===== src/rtl/imem_arbiter_pkg.sv =====
// rtl/imem_arbiter_pkg.sv - shared encodings for the instruction memory arbiter
package imem_arbiter_pkg;

  typedef enum logic [1:0] {
    ST_IDLE = 2'd0,
    ST_BUSY = 2'd1,
    ST_DONE = 2'd2
  } state_t;

  localparam logic OWN_FETCH = 1'b0;
  localparam logic OWN_EMIT  = 1'b1;

  localparam logic RWN_READ  = 1'b1;
  localparam logic RWN_WRITE = 1'b0;

endpackage


===== src/rtl/imem_arbiter_if.sv =====
// rtl/imem_arbiter_if.sv - requester, memory and status signals of the arbiter
interface imem_arbiter_if #(
  parameter int ADDRESS_WIDTH = 8,
  parameter int DATA_WIDTH    = 32
);
  logic                     f_req;
  logic [ADDRESS_WIDTH-1:0] f_addr;
  logic                     f_done;
  logic                     f_err;
  logic [DATA_WIDTH-1:0]    f_rdata;

  logic                     e_req;
  logic                     e_rwn;
  logic [ADDRESS_WIDTH-1:0] e_addr;
  logic [DATA_WIDTH-1:0]    e_wdata;
  logic                     e_done;
  logic                     e_err;
  logic [DATA_WIDTH-1:0]    e_rdata;

  logic                     mem_start;
  logic                     mem_rwn;
  logic [ADDRESS_WIDTH-1:0] mem_address;
  logic [DATA_WIDTH-1:0]    mem_data_in;
  logic [DATA_WIDTH-1:0]    mem_data_out;
  logic                     mem_ready;

  logic                     busy;
  logic                     owner;

  modport slave (
    input  f_req, f_addr, e_req, e_rwn, e_addr, e_wdata, mem_data_out, mem_ready,
    output f_done, f_err, f_rdata, e_done, e_err, e_rdata,
           mem_start, mem_rwn, mem_address, mem_data_in, busy, owner
  );

  modport master (
    output f_req, f_addr, e_req, e_rwn, e_addr, e_wdata, mem_data_out, mem_ready,
    input  f_done, f_err, f_rdata, e_done, e_err, e_rdata,
           mem_start, mem_rwn, mem_address, mem_data_in, busy, owner
  );
endinterface


===== src/rtl/imem_arbiter_watchdog_counter.sv =====
// rtl/imem_arbiter_watchdog_counter.sv - saturating per-transaction timeout counter
module watchdog_counter #(
  parameter int TIMEOUT = 64,
  localparam int W = $clog2(TIMEOUT)
) (
  input  logic clk,
  input  logic reset,
  input  logic i_clear,
  input  logic i_enable,
  output logic o_expired
);
  localparam logic [W-1:0] LIMIT = W'(TIMEOUT - 1);

  logic [W-1:0] r_count;

  // Holds at LIMIT so a stalled memory can never wrap the count back to zero.
  always_ff @(posedge clk) begin
    if (reset || i_clear) begin
      r_count <= '0;
    end else if (i_enable && (r_count != LIMIT)) begin
      r_count <= r_count + 1'b1;
    end
  end

  assign o_expired = (r_count == LIMIT);
endmodule


===== src/rtl/imem_arbiter.sv =====
// rtl/imem_arbiter.sv - round-robin sequencer of fetch and emitter onto the shared memory
module imem_arbiter
  import imem_arbiter_pkg::*;
#(
  parameter int ADDRESS_WIDTH = 8,
  parameter int DATA_WIDTH    = 32,
  parameter int TIMEOUT       = 64
) (
  input logic           clk,
  input logic           reset,
  imem_arbiter_if.slave bus
);
  state_t                   r_state;
  logic                     r_owner;
  logic                     r_last_owner;
  logic                     r_mem_start;
  logic                     r_mem_rwn;
  logic [ADDRESS_WIDTH-1:0] r_mem_address;
  logic [DATA_WIDTH-1:0]    r_mem_data_in;
  logic                     r_f_done, r_f_err, r_e_done, r_e_err;
  logic [DATA_WIDTH-1:0]    r_f_rdata, r_e_rdata;
  logic                     r_busy;

  state_t w_next_state;
  logic   w_grant;
  logic   w_grant_owner;
  logic   w_finish;
  logic   w_timeout;
  logic   w_expired;

  watchdog_counter #(.TIMEOUT(TIMEOUT)) u_watchdog (
    .clk       (clk),
    .reset     (reset),
    .i_clear   (w_grant),
    .i_enable  (r_state == ST_BUSY),
    .o_expired (w_expired)
  );

  always_comb begin
    w_next_state  = r_state;
    w_grant       = 1'b0;
    w_grant_owner = r_owner;
    w_finish      = 1'b0;
    w_timeout     = 1'b0;
    case (r_state)
      ST_IDLE: begin
        if (bus.f_req || bus.e_req) begin
          w_grant      = 1'b1;
          w_next_state = ST_BUSY;
          if (bus.f_req && bus.e_req) w_grant_owner = ~r_last_owner;
          else                        w_grant_owner = bus.e_req ? OWN_EMIT : OWN_FETCH;
        end
      end
      ST_BUSY: begin
        // A response arriving on the expiry cycle still counts as success.
        if (bus.mem_ready) begin
          w_finish     = 1'b1;
          w_next_state = ST_DONE;
        end else if (w_expired) begin
          w_finish     = 1'b1;
          w_timeout    = 1'b1;
          w_next_state = ST_DONE;
        end
      end
      default: w_next_state = ST_IDLE;
    endcase
  end

  always_ff @(posedge clk) begin
    if (reset) begin
      r_state       <= ST_IDLE;
      r_owner       <= OWN_FETCH;
      r_last_owner  <= OWN_EMIT;
      r_mem_start   <= 1'b0;
      r_mem_rwn     <= RWN_READ;
      r_mem_address <= '0;
      r_mem_data_in <= '0;
      r_f_done      <= 1'b0;
      r_f_err       <= 1'b0;
      r_e_done      <= 1'b0;
      r_e_err       <= 1'b0;
      r_f_rdata     <= '0;
      r_e_rdata     <= '0;
      r_busy        <= 1'b0;
    end else begin
      r_state  <= w_next_state;
      r_busy   <= (w_next_state != ST_IDLE);
      r_f_done <= 1'b0;
      r_f_err  <= 1'b0;
      r_e_done <= 1'b0;
      r_e_err  <= 1'b0;
      if (w_grant) begin
        r_owner      <= w_grant_owner;
        r_last_owner <= w_grant_owner;
        r_mem_start  <= 1'b1;
        if (w_grant_owner == OWN_FETCH) begin
          r_mem_address <= bus.f_addr;
          r_mem_rwn     <= RWN_READ;
        end else begin
          r_mem_address <= bus.e_addr;
          r_mem_rwn     <= bus.e_rwn;
          r_mem_data_in <= bus.e_wdata;
        end
      end
      if (w_finish) begin
        r_mem_start <= 1'b0;
        if (r_owner == OWN_FETCH) begin
          r_f_done <= 1'b1;
          r_f_err  <= w_timeout;
          if (w_timeout)                   r_f_rdata <= '0;
          else if (r_mem_rwn == RWN_READ)  r_f_rdata <= bus.mem_data_out;
        end else begin
          r_e_done <= 1'b1;
          r_e_err  <= w_timeout;
          if (w_timeout)                   r_e_rdata <= '0;
          else if (r_mem_rwn == RWN_READ)  r_e_rdata <= bus.mem_data_out;
        end
      end
    end
  end

  assign bus.f_done      = r_f_done;
  assign bus.f_err       = r_f_err;
  assign bus.f_rdata     = r_f_rdata;
  assign bus.e_done      = r_e_done;
  assign bus.e_err       = r_e_err;
  assign bus.e_rdata     = r_e_rdata;
  assign bus.mem_start   = r_mem_start;
  assign bus.mem_rwn     = r_mem_rwn;
  assign bus.mem_address = r_mem_address;
  assign bus.mem_data_in = r_mem_data_in;
  assign bus.busy        = r_busy;
  assign bus.owner       = r_owner;
endmodule


===== src/flat_wrapper.sv =====
// flat-port wrapper written by rule: the top's interface ports become plain ports
module imem_arbiter_flat import imem_arbiter_pkg::*;
#(
  parameter int ADDRESS_WIDTH = 8,
  parameter int DATA_WIDTH    = 32,
  parameter int TIMEOUT       = 64
)
  (clk, reset, bus_f_req, bus_f_addr, bus_e_req, bus_e_rwn, bus_e_addr, bus_e_wdata, bus_mem_data_out, bus_mem_ready, bus_f_done, bus_f_err, bus_f_rdata, bus_e_done, bus_e_err, bus_e_rdata, bus_mem_start, bus_mem_rwn, bus_mem_address, bus_mem_data_in, bus_busy, bus_owner);
  imem_arbiter_if #(.ADDRESS_WIDTH(ADDRESS_WIDTH), .DATA_WIDTH(DATA_WIDTH)) bus_i ();
  input logic clk;
  input logic reset;
  input wire logic [$bits(bus_i.f_req)-1:0] bus_f_req;
  input wire logic [$bits(bus_i.f_addr)-1:0] bus_f_addr;
  input wire logic [$bits(bus_i.e_req)-1:0] bus_e_req;
  input wire logic [$bits(bus_i.e_rwn)-1:0] bus_e_rwn;
  input wire logic [$bits(bus_i.e_addr)-1:0] bus_e_addr;
  input wire logic [$bits(bus_i.e_wdata)-1:0] bus_e_wdata;
  input wire logic [$bits(bus_i.mem_data_out)-1:0] bus_mem_data_out;
  input wire logic [$bits(bus_i.mem_ready)-1:0] bus_mem_ready;
  output wire logic [$bits(bus_i.f_done)-1:0] bus_f_done;
  output wire logic [$bits(bus_i.f_err)-1:0] bus_f_err;
  output wire logic [$bits(bus_i.f_rdata)-1:0] bus_f_rdata;
  output wire logic [$bits(bus_i.e_done)-1:0] bus_e_done;
  output wire logic [$bits(bus_i.e_err)-1:0] bus_e_err;
  output wire logic [$bits(bus_i.e_rdata)-1:0] bus_e_rdata;
  output wire logic [$bits(bus_i.mem_start)-1:0] bus_mem_start;
  output wire logic [$bits(bus_i.mem_rwn)-1:0] bus_mem_rwn;
  output wire logic [$bits(bus_i.mem_address)-1:0] bus_mem_address;
  output wire logic [$bits(bus_i.mem_data_in)-1:0] bus_mem_data_in;
  output wire logic [$bits(bus_i.busy)-1:0] bus_busy;
  output wire logic [$bits(bus_i.owner)-1:0] bus_owner;
  assign bus_i.f_req = bus_f_req;
  assign bus_i.f_addr = bus_f_addr;
  assign bus_i.e_req = bus_e_req;
  assign bus_i.e_rwn = bus_e_rwn;
  assign bus_i.e_addr = bus_e_addr;
  assign bus_i.e_wdata = bus_e_wdata;
  assign bus_i.mem_data_out = bus_mem_data_out;
  assign bus_i.mem_ready = bus_mem_ready;
  assign bus_f_done = bus_i.f_done;
  assign bus_f_err = bus_i.f_err;
  assign bus_f_rdata = bus_i.f_rdata;
  assign bus_e_done = bus_i.e_done;
  assign bus_e_err = bus_i.e_err;
  assign bus_e_rdata = bus_i.e_rdata;
  assign bus_mem_start = bus_i.mem_start;
  assign bus_mem_rwn = bus_i.mem_rwn;
  assign bus_mem_address = bus_i.mem_address;
  assign bus_mem_data_in = bus_i.mem_data_in;
  assign bus_busy = bus_i.busy;
  assign bus_owner = bus_i.owner;
  imem_arbiter #(.ADDRESS_WIDTH(ADDRESS_WIDTH), .DATA_WIDTH(DATA_WIDTH), .TIMEOUT(TIMEOUT)) u_core (.clk(clk), .reset(reset), .bus(bus_i));
endmodule

===== config.mk =====
export PLATFORM = sky130hd
export DESIGN_NAME = imem_arbiter_flat
export DESIGN_NICKNAME = d
export VERILOG_FILES = /design/src/rtl/imem_arbiter_pkg.sv /design/src/rtl/imem_arbiter_if.sv /design/src/rtl/imem_arbiter_watchdog_counter.sv /design/src/rtl/imem_arbiter.sv /design/src/flat_wrapper.sv
export SDC_FILE = /design/constraint.sdc
export NUM_CORES = 1
export LEC_CHECK = 0
export CORE_MARGIN = 2
export CORE_UTILIZATION = 43
export DETAILED_ROUTE_END_ITERATION = 6
export PLACE_DENSITY = 0.8
export SYNTH_ARGS = -nofsm -noshare
export SYNTH_HDL_FRONTEND = slang
export SYNTH_SLANG_ARGS = --single-unit

===== constraint.sdc =====
create_clock -name clk -period 2.15 [get_ports clk]
set_input_delay 0.3225 -clock clk [delete_from_list [all_inputs] [get_ports clk]]
set_output_delay 0.3225 -clock clk [all_outputs]
set_load 0.03 [all_outputs]

==> out/metrics.cfg <==
[run_status]
status = completed

[timing]
finalSetupViolCount = 0
post-route-period-util_pct = 90.21
setup_ws_ps = 210.4
hold_viol = 0
max_freq_mhz = 515.6
relSlewSlack_pct = 58.22
fin_crit_ps = 1940
drv_slew = 0
rsz0062_at_grt = no
fin_skew_ps = 7.747
tns_ps = 0
worst_slew_pin_slew_ps = 620.2

[job]
drv_cap = 0

[pwr]
p_total_mw = 6.221
p_leak_nw = 2.950
powerDensity_nw_per_um2 = 839.5
peakVddDrop_v = 0.0005565

[floorplan]
die_x_um = 109.2
initial_utilization_pct = 43.89
rows = 38
boundaryPins = 198
core_um2 = 10840
die_h_um = 109.2
die_area_um2 = 11920

[cells_and_area]
syn2layout_area_growth_pct = 55.75
diodes = 0
drive_gt1_share_pct = 6.466
final_cells = 836
final_area_um2 = 7411
fin_nets = 771

[worst_setup_path]
required_ps = 1830
critPathCaptureType = output pin
cp_slowest_cell = clkdlybuf4s50_1
crit_path_cell_trace = clkdlybuf4s50_1
cp_num_buf_inv = 1
cpPeakStageDelay_ps = 720
critPathKind = flop to output pin
arrival_ps = 1620
critPathLaunchType = flop
cp_max_fo = 3
critical-path-top-delay-family = buffers and inverters

[hold_path]
hp-class = primary input to flop

[placement]
hpwl_um = 8631
gp_congestion = 0.7375
place_area_um2 = 6822
placed_cells_incl_taps = 805
preCtsSetupSlack_ps = 140.2
port-buffer-count = 197

[grt]
grt_pass1_wl_um = 19770
antenna_found_initial = 0
grt_max_degree = 68
grtUsageTotal_pct = 21.48
grt-ovfl-total = 0
grt_pass1_vias = 4237

[synth]
synth_edf_count = 0
ys_seq_elements = 121
synth_area_um2 = 4758
syn_inst = 491
yosysTopAreaCell = dfxtp_1
yosysUniqueCellTypes = 36
synth_top_area_share_pct = 50.91
synth-async-reset-ratio_pct = 0
syn_area_per_cell_um2 = 9.691
synthFlopType = dfxtp_1
yosys-top-cells-area = dfxtp_1 51%, mux2i_1 15%, nand2b_1 8.8%, nand2_1 7.8%, a21oi_1 3.7%
yosysWarnings = 0
synth_nets = 578
ys_seq_area_share_pct = 50.91

[cts]
numCtsBuffers = 17
cts_tree = yes
cts_hold_buf = 0
htree_levels = 4
insertion_delay_ps = 520
cts_setup_buffers = 0
clock_path_buffers = 2
cts_root_buffer = clkbuf_8
clkTransAtPathRegs_ps = 50
cts_resized = 0
clock-sinks = 121

[detailed_routing]
dr_wl_met3_um = 1431
highest_layer = met4
wl_um = 12660
vias = 4151
wl_per_cell_um = 15.14
ant_nets = 0
drc = 0
met2_length_um = 5932
drtIter0Drc = 148
dr.pass1.iters = 5
wl_met1_um = 5149
viasPerCell = 4.965

power breakdown:
part	leakage, nW	switching, mW	internal (mW)
clock	0.295	0.973	1.89
sequential	0.984	0.0612	2.35
combinational	1.67	0.488	0.456
total	2.95	1.52	4.70
path summary, 6_finish.rpt:
path              cells after the start  slack, ps                          from                            to
setup / recovery                      1        210            u_core.bus.mem_rwn                   bus_mem_rwn
hold / removal                        2        260                         reset             u_core.r_state[0]
setup reg to reg                      5        370  u_core.u_watchdog.r_count[0]  u_core.u_watchdog.r_count[1]
hold reg to reg                       2        450    u_core.bus.mem_data_in[31]    u_core.bus.mem_data_in[31]
sequential cells by signal, indices dropped and copies added, names as in the netlist, 2 cells and up:
register,count
u_core.bus.e_rdata,32
u_core.bus.f_rdata,32
u_core.bus.mem_address,8
u_core.bus.mem_data_in,32
u_core.r_state,2
u_core.u_watchdog.r_count,6
worst reg2reg max path, delay by kind of cell, from the launching register on:
family	cells	cell delay (ps)
AOI/OAI and AO/OA	1	580
DFF	1	360
adders and majority gates	1	210
and+or+nand+nor	2	260
muxes	1	250
layout by cell type (no fill, tap or decap), types with 2 or more instances in the layout:
master	count
a211oi_1	8
a21oi_1	35
and2_1	3
buf_12	6
buf_4	3
bufinv_16	4
clkbuf_1	3
clkbuf_16	16
clkbuf_8	2
clkdlybuf4s50_1	196
clkinv_2	6
dfxtp_1	121
mux2i_1	73
nand2_1	99
nand2b_1	67
nand3_1	2
nor2_1	19
o211ai_1	2
o21a_1	4
o21ai_0	4
xor2_1	3
Yosys cell counts (2+ instances only):
| cell | n |
|---|---|
| clkbuf_1 | 12 |
| nor2_1 | 19 |
| o21a_1 | 4 |
| o211ai_1 | 2 |
| xor2_1 | 3 |
| buf_6 | 11 |
| and2_1 | 3 |
| a21oi_1 | 35 |
| nand2_1 | 99 |
| dfxtp_1 | 121 |
| mux2i_1 | 73 |
| nand2b_1 | 67 |
| buf_2 | 6 |
| nand3_1 | 2 |
| buf_4 | 3 |
| a211oi_1 | 8 |
| o21ai_0 | 4 |
layout make-up:
cell class	instances	area [µm²]
clock buffer	21	439.2
sequential	121	2422
fill	818	3430
clock inverter	10	150.1
multi-input combinational	338	2115
tap	140	175.2
timing repair buffer	206	2110
metal layers:
layer,GRT usage [%],vias up
met3,9.982,17
met4,7.505,0
met1,24.03,1927
met2,35.98,187
li1,-,2020
met5,0,-
cells by family (layout without fill, tap and decap cells):
family,count (synthesis),in the layout,synth area share (%)
XOR/XNOR,3,3,0.5523
AO/OA/AOI/OAI,60,60,7.784
AND/OR/NAND/NOR,201,201,20.48
adder cells (fa/ha/maj),1,1,0.2629
buffers and inverters,32,237,4.654
flip-flops,121,121,50.91
multiplexers,73,73,15.36
stage by stage:
| step | utilization [%] | hold slack (ps) |
|---|---|---|
| after detailed placement | 62.93 | 447.8 |
| after global routing | 68.36 | 293.1 |
| final | 68.36 | 263.1 |
| after global placement | 62.93 | 441.4 |
| after CTS | 68.36 | 248.8 |
| after floorplan | - | 433.5 |
No activity file was read; power rests on OpenSTA's default activity.
